===== config.mk =====
export PLATFORM = sky130hd
export DESIGN_NAME = id_ex_stage
export DESIGN_NICKNAME = d
export VERILOG_FILES = /design/src/rtl/id_ex_stage.sv
export SDC_FILE = /design/constraint.sdc
export NUM_CORES = 1
export LEC_CHECK = 0
export BUFFER_PORTS_ARGS = -buffer_cell sky130_fd_sc_hd__buf_2
export CELL_PAD_IN_SITES_DETAIL_PLACEMENT = 1
export CELL_PAD_IN_SITES_GLOBAL_PLACEMENT = 1
export CORE_AREA = 2 2 124 126
export CTS_BUF_LIST = sky130_fd_sc_hd__clkbuf_16
export CTS_CLUSTER_DIAMETER = 100
export DETAILED_ROUTE_END_ITERATION = 10
export DIE_AREA = 0 0 126 128
export PLACE_DENSITY = 0.79
export SYNTH_ARGS = -nofsm -noshare
export SYNTH_HDL_FRONTEND = slang
export SYNTH_SLANG_ARGS = --single-unit

===== constraint.sdc =====
create_clock -name clk -period 4.1 [get_ports clk]
set_input_delay 0.205 -clock clk [delete_from_list [all_inputs] [get_ports clk]]
set_output_delay 0.205 -clock clk [all_outputs]
set_load 0.02 [all_outputs]

===== src/rtl/id_ex_stage.sv =====
// ---------------------------------------------------------------------------
// id_ex_stage
//
// Purpose:
//   Pipeline register between instruction decode and execute. It accepts one
//   decoded instruction per cycle over a valid/ready handshake and resolves
//   the two ALU operands (register value, forwarded value, PC or immediate).
//   It then presents them, registered, to the ALU over a second valid/ready
//   handshake. It also keeps a saturating count of back-pressure cycles.
//
// Configuration macro:
//   ID_EX_FORWARD_EN  defined   -> register operands are bypassed from the MEM
//                                  and WB writeback ports (MEM wins, x0 never
//                                  forwards).
//                     undefined -> register operands come straight from
//                                  in_rs1_data / in_rs2_data; the fwd_* ports
//                                  remain on the interface but are ignored.
//
// Ports:
//   clk, rst_n                      clock, asynchronous active-low reset
//   in_valid / in_ready             decode-side handshake
//   in_pc, in_rs1_data,
//   in_rs2_data, in_imm             32-bit decoded fields
//   in_rs1_addr, in_rs2_addr,
//   in_rd_addr                      5-bit register indices
//   in_alu_op                       4-bit ALU opcode (EXE_*_OP encoding)
//   in_src1_pc, in_src2_imm         operand source selects
//   fwd_mem_wen/rd/data             MEM-stage writeback bypass source
//   fwd_wb_wen/rd/data              WB-stage writeback bypass source
//   flush                           kill held and incoming instruction
//   out_valid / out_ready           ALU-side handshake
//   operand1, operand2              registered ALU operands
//   opcode                          registered ALU opcode
//   out_rd_addr                     registered destination index
//   stall_cnt                       saturating out_valid && !out_ready count
// ---------------------------------------------------------------------------
module id_ex_stage (
    input  logic        clk,
    input  logic        rst_n,

    input  logic        in_valid,
    output logic        in_ready,
    input  logic [31:0] in_pc,
    input  logic [31:0] in_rs1_data,
    input  logic [31:0] in_rs2_data,
    input  logic [31:0] in_imm,
    input  logic [4:0]  in_rs1_addr,
    input  logic [4:0]  in_rs2_addr,
    input  logic [4:0]  in_rd_addr,
    input  logic [3:0]  in_alu_op,
    input  logic        in_src1_pc,
    input  logic        in_src2_imm,

    input  logic        fwd_mem_wen,
    input  logic [4:0]  fwd_mem_rd,
    input  logic [31:0] fwd_mem_data,
    input  logic        fwd_wb_wen,
    input  logic [4:0]  fwd_wb_rd,
    input  logic [31:0] fwd_wb_data,

    input  logic        flush,

    output logic        out_valid,
    input  logic        out_ready,
    output logic [31:0] operand1,
    output logic [31:0] operand2,
    output logic [3:0]  opcode,
    output logic [4:0]  out_rd_addr,
    output logic [15:0] stall_cnt
);

    // Opcode the stage resets to, so an idle ALU sees a harmless add.
    localparam logic [3:0]  EXE_ADD_OP = 4'b0000;
    localparam logic [15:0] STALL_MAX  = 16'hFFFF;

    // Registered state and next-state values.
    logic        out_valid_q, out_valid_d;
    logic [31:0] operand1_q,  operand1_d;
    logic [31:0] operand2_q,  operand2_d;
    logic [3:0]  opcode_q;
    logic [4:0]  rd_addr_q;
    logic [15:0] stall_cnt_q, stall_cnt_d;

    logic        capture;
    logic        stalled;
    logic [31:0] rs1Fwd;
    logic [31:0] rs2Fwd;

    // The stage can take a new instruction whenever its slot is empty or the
    // current occupant leaves this cycle. flush deliberately does not gate
    // ready; it only suppresses the capture.
    assign in_ready = !out_valid_q || out_ready;
    assign capture  = in_valid && in_ready && !flush;
    assign stalled  = out_valid_q && !out_ready;

`ifdef ID_EX_FORWARD_EN
    // Bypass network: the MEM stage holds the younger result, so it is tested
    // before WB. Register x0 is hard-wired zero and must never pick up a
    // forwarded value even if a stage claims to write it.
    always_comb begin
        rs1Fwd = in_rs1_data;
        if (in_rs1_addr != 5'd0) begin
            if (fwd_mem_wen && (fwd_mem_rd == in_rs1_addr)) begin
                rs1Fwd = fwd_mem_data;
            end else if (fwd_wb_wen && (fwd_wb_rd == in_rs1_addr)) begin
                rs1Fwd = fwd_wb_data;
            end
        end
    end

    always_comb begin
        rs2Fwd = in_rs2_data;
        if (in_rs2_addr != 5'd0) begin
            if (fwd_mem_wen && (fwd_mem_rd == in_rs2_addr)) begin
                rs2Fwd = fwd_mem_data;
            end else if (fwd_wb_wen && (fwd_wb_rd == in_rs2_addr)) begin
                rs2Fwd = fwd_wb_data;
            end
        end
    end
`else
    // Without bypassing the register file values are used directly; the
    // forwarding ports and source indices are folded into a sink so the
    // interface stays identical between builds.
    assign rs1Fwd = in_rs1_data;
    assign rs2Fwd = in_rs2_data;

    logic unusedFwd;
    assign unusedFwd = ^{in_rs1_addr, in_rs2_addr,
                         fwd_mem_wen, fwd_mem_rd, fwd_mem_data,
                         fwd_wb_wen,  fwd_wb_rd,  fwd_wb_data};
`endif

    // Operand source selection for the instruction being captured.
    assign operand1_d = in_src1_pc  ? in_pc  : rs1Fwd;
    assign operand2_d = in_src2_imm ? in_imm : rs2Fwd;

    // Occupancy: flush wins over everything, a capture refills the slot
    // (including the same-cycle drain-and-refill case), otherwise the slot
    // drains when the ALU accepts and holds while back-pressured.
    always_comb begin
        out_valid_d = out_valid_q;
        if (flush) begin
            out_valid_d = 1'b0;
        end else if (capture) begin
            out_valid_d = 1'b1;
        end else if (out_ready) begin
            out_valid_d = 1'b0;
        end
    end

    // Back-pressure counter sticks at its maximum instead of wrapping.
    always_comb begin
        stall_cnt_d = stall_cnt_q;
        if (stalled && (stall_cnt_q != STALL_MAX)) begin
            stall_cnt_d = stall_cnt_q + 16'd1;
        end
    end

    always_ff @(posedge clk or negedge rst_n) begin
        if (!rst_n) begin
            out_valid_q <= 1'b0;
            stall_cnt_q <= 16'd0;
        end else begin
            out_valid_q <= out_valid_d;
            stall_cnt_q <= stall_cnt_d;
        end
    end

    // Payload only moves on a capture, which keeps it stable under
    // back-pressure. A flush leaves stale data behind, hidden by out_valid=0.
    always_ff @(posedge clk or negedge rst_n) begin
        if (!rst_n) begin
            operand1_q <= 32'd0;
            operand2_q <= 32'd0;
            opcode_q   <= EXE_ADD_OP;
            rd_addr_q  <= 5'd0;
        end else if (capture) begin
            operand1_q <= operand1_d;
            operand2_q <= operand2_d;
            opcode_q   <= in_alu_op;
            rd_addr_q  <= in_rd_addr;
        end
    end

    assign out_valid   = out_valid_q;
    assign operand1    = operand1_q;
    assign operand2    = operand2_q;
    assign opcode      = opcode_q;
    assign out_rd_addr = rd_addr_q;
    assign stall_cnt   = stall_cnt_q;

endmodule


==> impl_results.rst <==
.. list-table::
   :header-rows: 1

   * - Metric
     - Value
   * - Status
     - finished clean
   * - Total of fill cells in the finished design
     - 1753
   * - Critical-path cell list
     - and2b_1 -> nor3b_4 -> buf_4 -> mux2_1
   * - Post-synth top area cell
     - sky130_fd_sc_hd__dfrtp_1
   * - Top-area cell type share of the netlist area
     - 54.6%
   * - Fin Setup TNS
     - 0 ns
   * - Number of distinct standard cells referenced by the synthesized netlist
     - 29
   * - Routability-driven placement congestion ratio
     - 0.828
   * - Final count of negative-setup-slack endpoints
     - 0
   * - Sequential-to-total area share from yosys stat
     - 54.6%
   * - Detailed Route WL
     - 12000 um
   * - Placement-stage cell area
     - 5440 um^2
   * - Maximum number of pins on one net before global-route repair
     - 86
   * - Transition time at the pin with the least slew margin
     - between 0.9 and 1 ns
   * - Required time reported for the critical path endpoint
     - around 4.3 ns
   * - Number of buffer and inverter stages on the critical path
     - 1
   * - Delay of the slowest critical-path stage
     - around 0.65 ns
   * - Power density cells
     - about 460 nW/um^2
   * - Post-Layout Inst Area
     - approximately 5700 um^2
   * - Hold WC Path Type
     - input pin to register
   * - CTS tree
     - yes
   * - Die boundary height
     - 128 um
   * - Cells after synthesis
     - approximately 380
   * - Reg clk slew, reported paths
     - roughly 0.070 ns
   * - Worst Hold Launch
     - flush
   * - Effective utilization at floorplan
     - 27.8%
   * - Residual DRC count
     - 0
   * - Average routed wire per standard cell
     - 15.1 um
   * - R2r endpoint
     - opcode[1]
   * - Average cell area after synthesis
     - approximately 11 um^2
   * - Cell count after placement
     - 779
   * - Worst-case reg-to-reg path depth
     - 4
   * - DIE AREA
     - 16100 um^2
   * - Crit-path leading delay family
     - buffers and inverters
   * - Layout Area Growth over Synthesis
     - 39.1%
   * - Cell area after technology mapping
     - 4130 um^2
   * - Shortest period the worst path allows
     - just over 2 ns
   * - Max Clk Rate
     - 483 MHz
   * - R2r startpoint
     - out_valid
   * - 1st-pass router iterations
     - 4
   * - Worst ir drop on vdd
     - 0.000231 V
   * - Clock Tree Root
     - sky130_fd_sc_hd__clkbuf_16
   * - Global-route usage over all layers
     - around 15%
   * - Via density per instance
     - between 4 and 5
   * - Critical Path Slowest Stage Cell
     - sky130_fd_sc_hd__buf_4
   * - CP startpoint kind
     - register
   * - Non-Filler Instances
     - ~800
   * - Remaining antenna violation count
     - 0
   * - Remaining global-route overflow
     - 0
   * - Flops & latches, synth
     - 90
   * - Crit path max fanout
     - 85
   * - Dpl hpwl
     - 9430 um
   * - Count of input and output buffers
     - 234
   * - Clock Tree Buf Depth
     - 2
   * - Standard-cell rows
     - between 40 and 50
   * - Number of design-rule violations left by the first detailed-router iteration
     - 81
   * - Share of post-route cells with drive strength above 1
     - roughly 43%
   * - Die X
     - 126 um
   * - Clk_skew
     - 0.00691 ns
   * - Min-Delay Path Depth
     - 2
   * - Fin. Hold Viols
     - 0
   * - Reg-to-reg setup timing slack
     - 2.03 ns
   * - Worst endpoint data arrival time
     - 2.29 ns
   * - First-pass GRT wire length
     - 19400 um
   * - Num CTS Buffers
     - 9
   * - Number of antenna violations at the first check in global routing
     - 0
   * - Post-route fraction of the period consumed by the critical path
     - 50.5%
   * - Most common cell after layout, fill and taps aside
     - sky130_fd_sc_hd__buf_2
   * - CP Capture Type
     - register
   * - Top area cells in the synthesized netlist
     - sky130_fd_sc_hd__dfrtp_1, sky130_fd_sc_hd__mux2i_1, sky130_fd_sc_hd__a21oi_1
   * - RSZ-0062 raised after global routing
     - false
   * - Via count of the first global-routing pass
     - between 3k and 4k
   * - Commonest cells after routing, fill and taps aside
     - sky130_fd_sc_hd__buf_2, sky130_fd_sc_hd__dfrtp_1, sky130_fd_sc_hd__nor2_1
   * - Post-synth net total
     - 609
   * - Number of slew-limit violations in the final report
     - 0
   * - Clock latency reported for the late side of the worst-skew pair
     - 0.33 ns
   * - Overall via count from detail_route
     - 3705
   * - Count of nets after finishing
     - 834
   * - Setup Crit Path Kind
     - register to register
   * - CORE AREA
     - 14900 um^2
   * - Number of levels the H-tree was split into
     - 3
   * - Min-Delay Endpoint
     - out_valid
   * - Count of pins on the block boundary
     - 321
   * - Total clock sinks
     - 90
   * - Relative slew slack
     - 36.4%
   * - Synthesis Warnings
     - 0
   * - CTS-repair resized insts
     - 0
   * - Total leakage power
     - 0.00287 uW
   * - Antenna Cells
     - 0
   * - Count of max-cap constraint violations
     - 0
-- Yosys cell counts --
cell	count
sky130_fd_sc_hd__buf_4	4
sky130_fd_sc_hd__nor2_1	69
sky130_fd_sc_hd__nand2b_1	1
sky130_fd_sc_hd__inv_1	2
sky130_fd_sc_hd__dfrtp_1	90
sky130_fd_sc_hd__buf_2	18
sky130_fd_sc_hd__nand3_1	5
sky130_fd_sc_hd__and4_1	3
sky130_fd_sc_hd__nor3_1	1
sky130_fd_sc_hd__nand2_1	7
sky130_fd_sc_hd__mux2_1	13
sky130_fd_sc_hd__and3_1	4
sky130_fd_sc_hd__xor2_1	2
sky130_fd_sc_hd__clkbuf_1	2
sky130_fd_sc_hd__inv_2	1
sky130_fd_sc_hd__nor2_2	1
sky130_fd_sc_hd__o21ai_1	1
sky130_fd_sc_hd__nor4_2	3
sky130_fd_sc_hd__nand3_4	1
sky130_fd_sc_hd__and2b_1	1
sky130_fd_sc_hd__nand4_1	4
sky130_fd_sc_hd__mux2i_1	64
sky130_fd_sc_hd__and4b_1	1
sky130_fd_sc_hd__xnor2_1	6
sky130_fd_sc_hd__a31oi_1	4
sky130_fd_sc_hd__nor3b_2	1
sky130_fd_sc_hd__ha_1	1
sky130_fd_sc_hd__a21oi_1	67
sky130_fd_sc_hd__and4_4	1
-- state kept, by name, summed over array words and instances (netlist names) --
| name | count |
|---|---|
| operand1 | 32 |
| stall_cnt | 16 |
| out_valid | 1 |
| operand2 | 32 |
| out_rd_addr | 5 |
| opcode | 4 |
-- cell type report --
type / instances / area [um^2] / share of cell area, %
multi-input cells: 261 / 1740 / 30.3
clock buffers: 9 / 225 / 3.92
repair buffers: 238 / 1210 / 21.0
inverters: 3 / 11.3 / 0.196
clock inverters: 7 / 70.1 / 1.22
well taps: 188 / 235 / 4.10
flip-flops and latches: 90 / 2250 / 39.2
-- metal layers --
layer	track usage [%]	routed length (um)	vias to the layer above
met3	4.67	1020	11
li1	-	-	1769
met5	0	0	-
met1	17.4	4760	1786
met2	26.6	6090	139
met4	4.59	145	0
-- through the flow --
step	hold WS, ns	setup WS (ns)	utilization, %	power (uW)
after floorplan	-0.0906	2.37	-	1530
after global placement	0.310	2.03	36.6	1810
after detailed placement	0.310	2.02	36.6	1850
after CTS	0.0559	2.00	38.6	2680
after global routing	0.0722	1.86	38.6	2800
final	0.0748	2.03	38.6	2630
-- worst max path at each step --
stage,from,endpoint,cells past startpoint
CTS,out_valid,opcode[1],4
detailed placement,out_valid,opcode[1],4
floorplan,stall_cnt[0],stall_cnt[1],5
finish,out_valid,opcode[1],4
global placement,out_valid,opcode[1],4
global route,out_valid,out_rd_addr[3],4
-- worst register-to-register path, cell delays in order, from the launching register on --
cell,delay [ns]
sky130_fd_sc_hd__dfrtp_1,0.40
sky130_fd_sc_hd__and2b_1,0.27
sky130_fd_sc_hd__nor3b_4,0.22
sky130_fd_sc_hd__buf_4,0.65
sky130_fd_sc_hd__mux2_1,0.41
-- timing repair --
item / CTS / global route
endpoints found under the hold margin: 57 / 0
buffers inserted: 0 / 0
hold buffers: 1 / 0
-- where the power goes --
part	internal (uW)	switching [uW]	leakage (uW)	total, uW
Sequential	1030	99.3	0.00103	1130
Clock	470	340	0.000137	811
Combinational	260	428	0.00171	688
Total	1760	868	0.00287	2630
-- cell families after synthesis --
group	after synthesis	synth area share (%)
and+or+nand+nor	103	12.1
DFF	90	54.6
muxes	77	19.1
AOI/OAI and AO/OA	72	8.85
buffers and inverters	27	3.37
xor gates and xnor gates	8	1.70
adders and majority gates	1	0.303
Note: power is estimated with default switching activity, not from simulation.
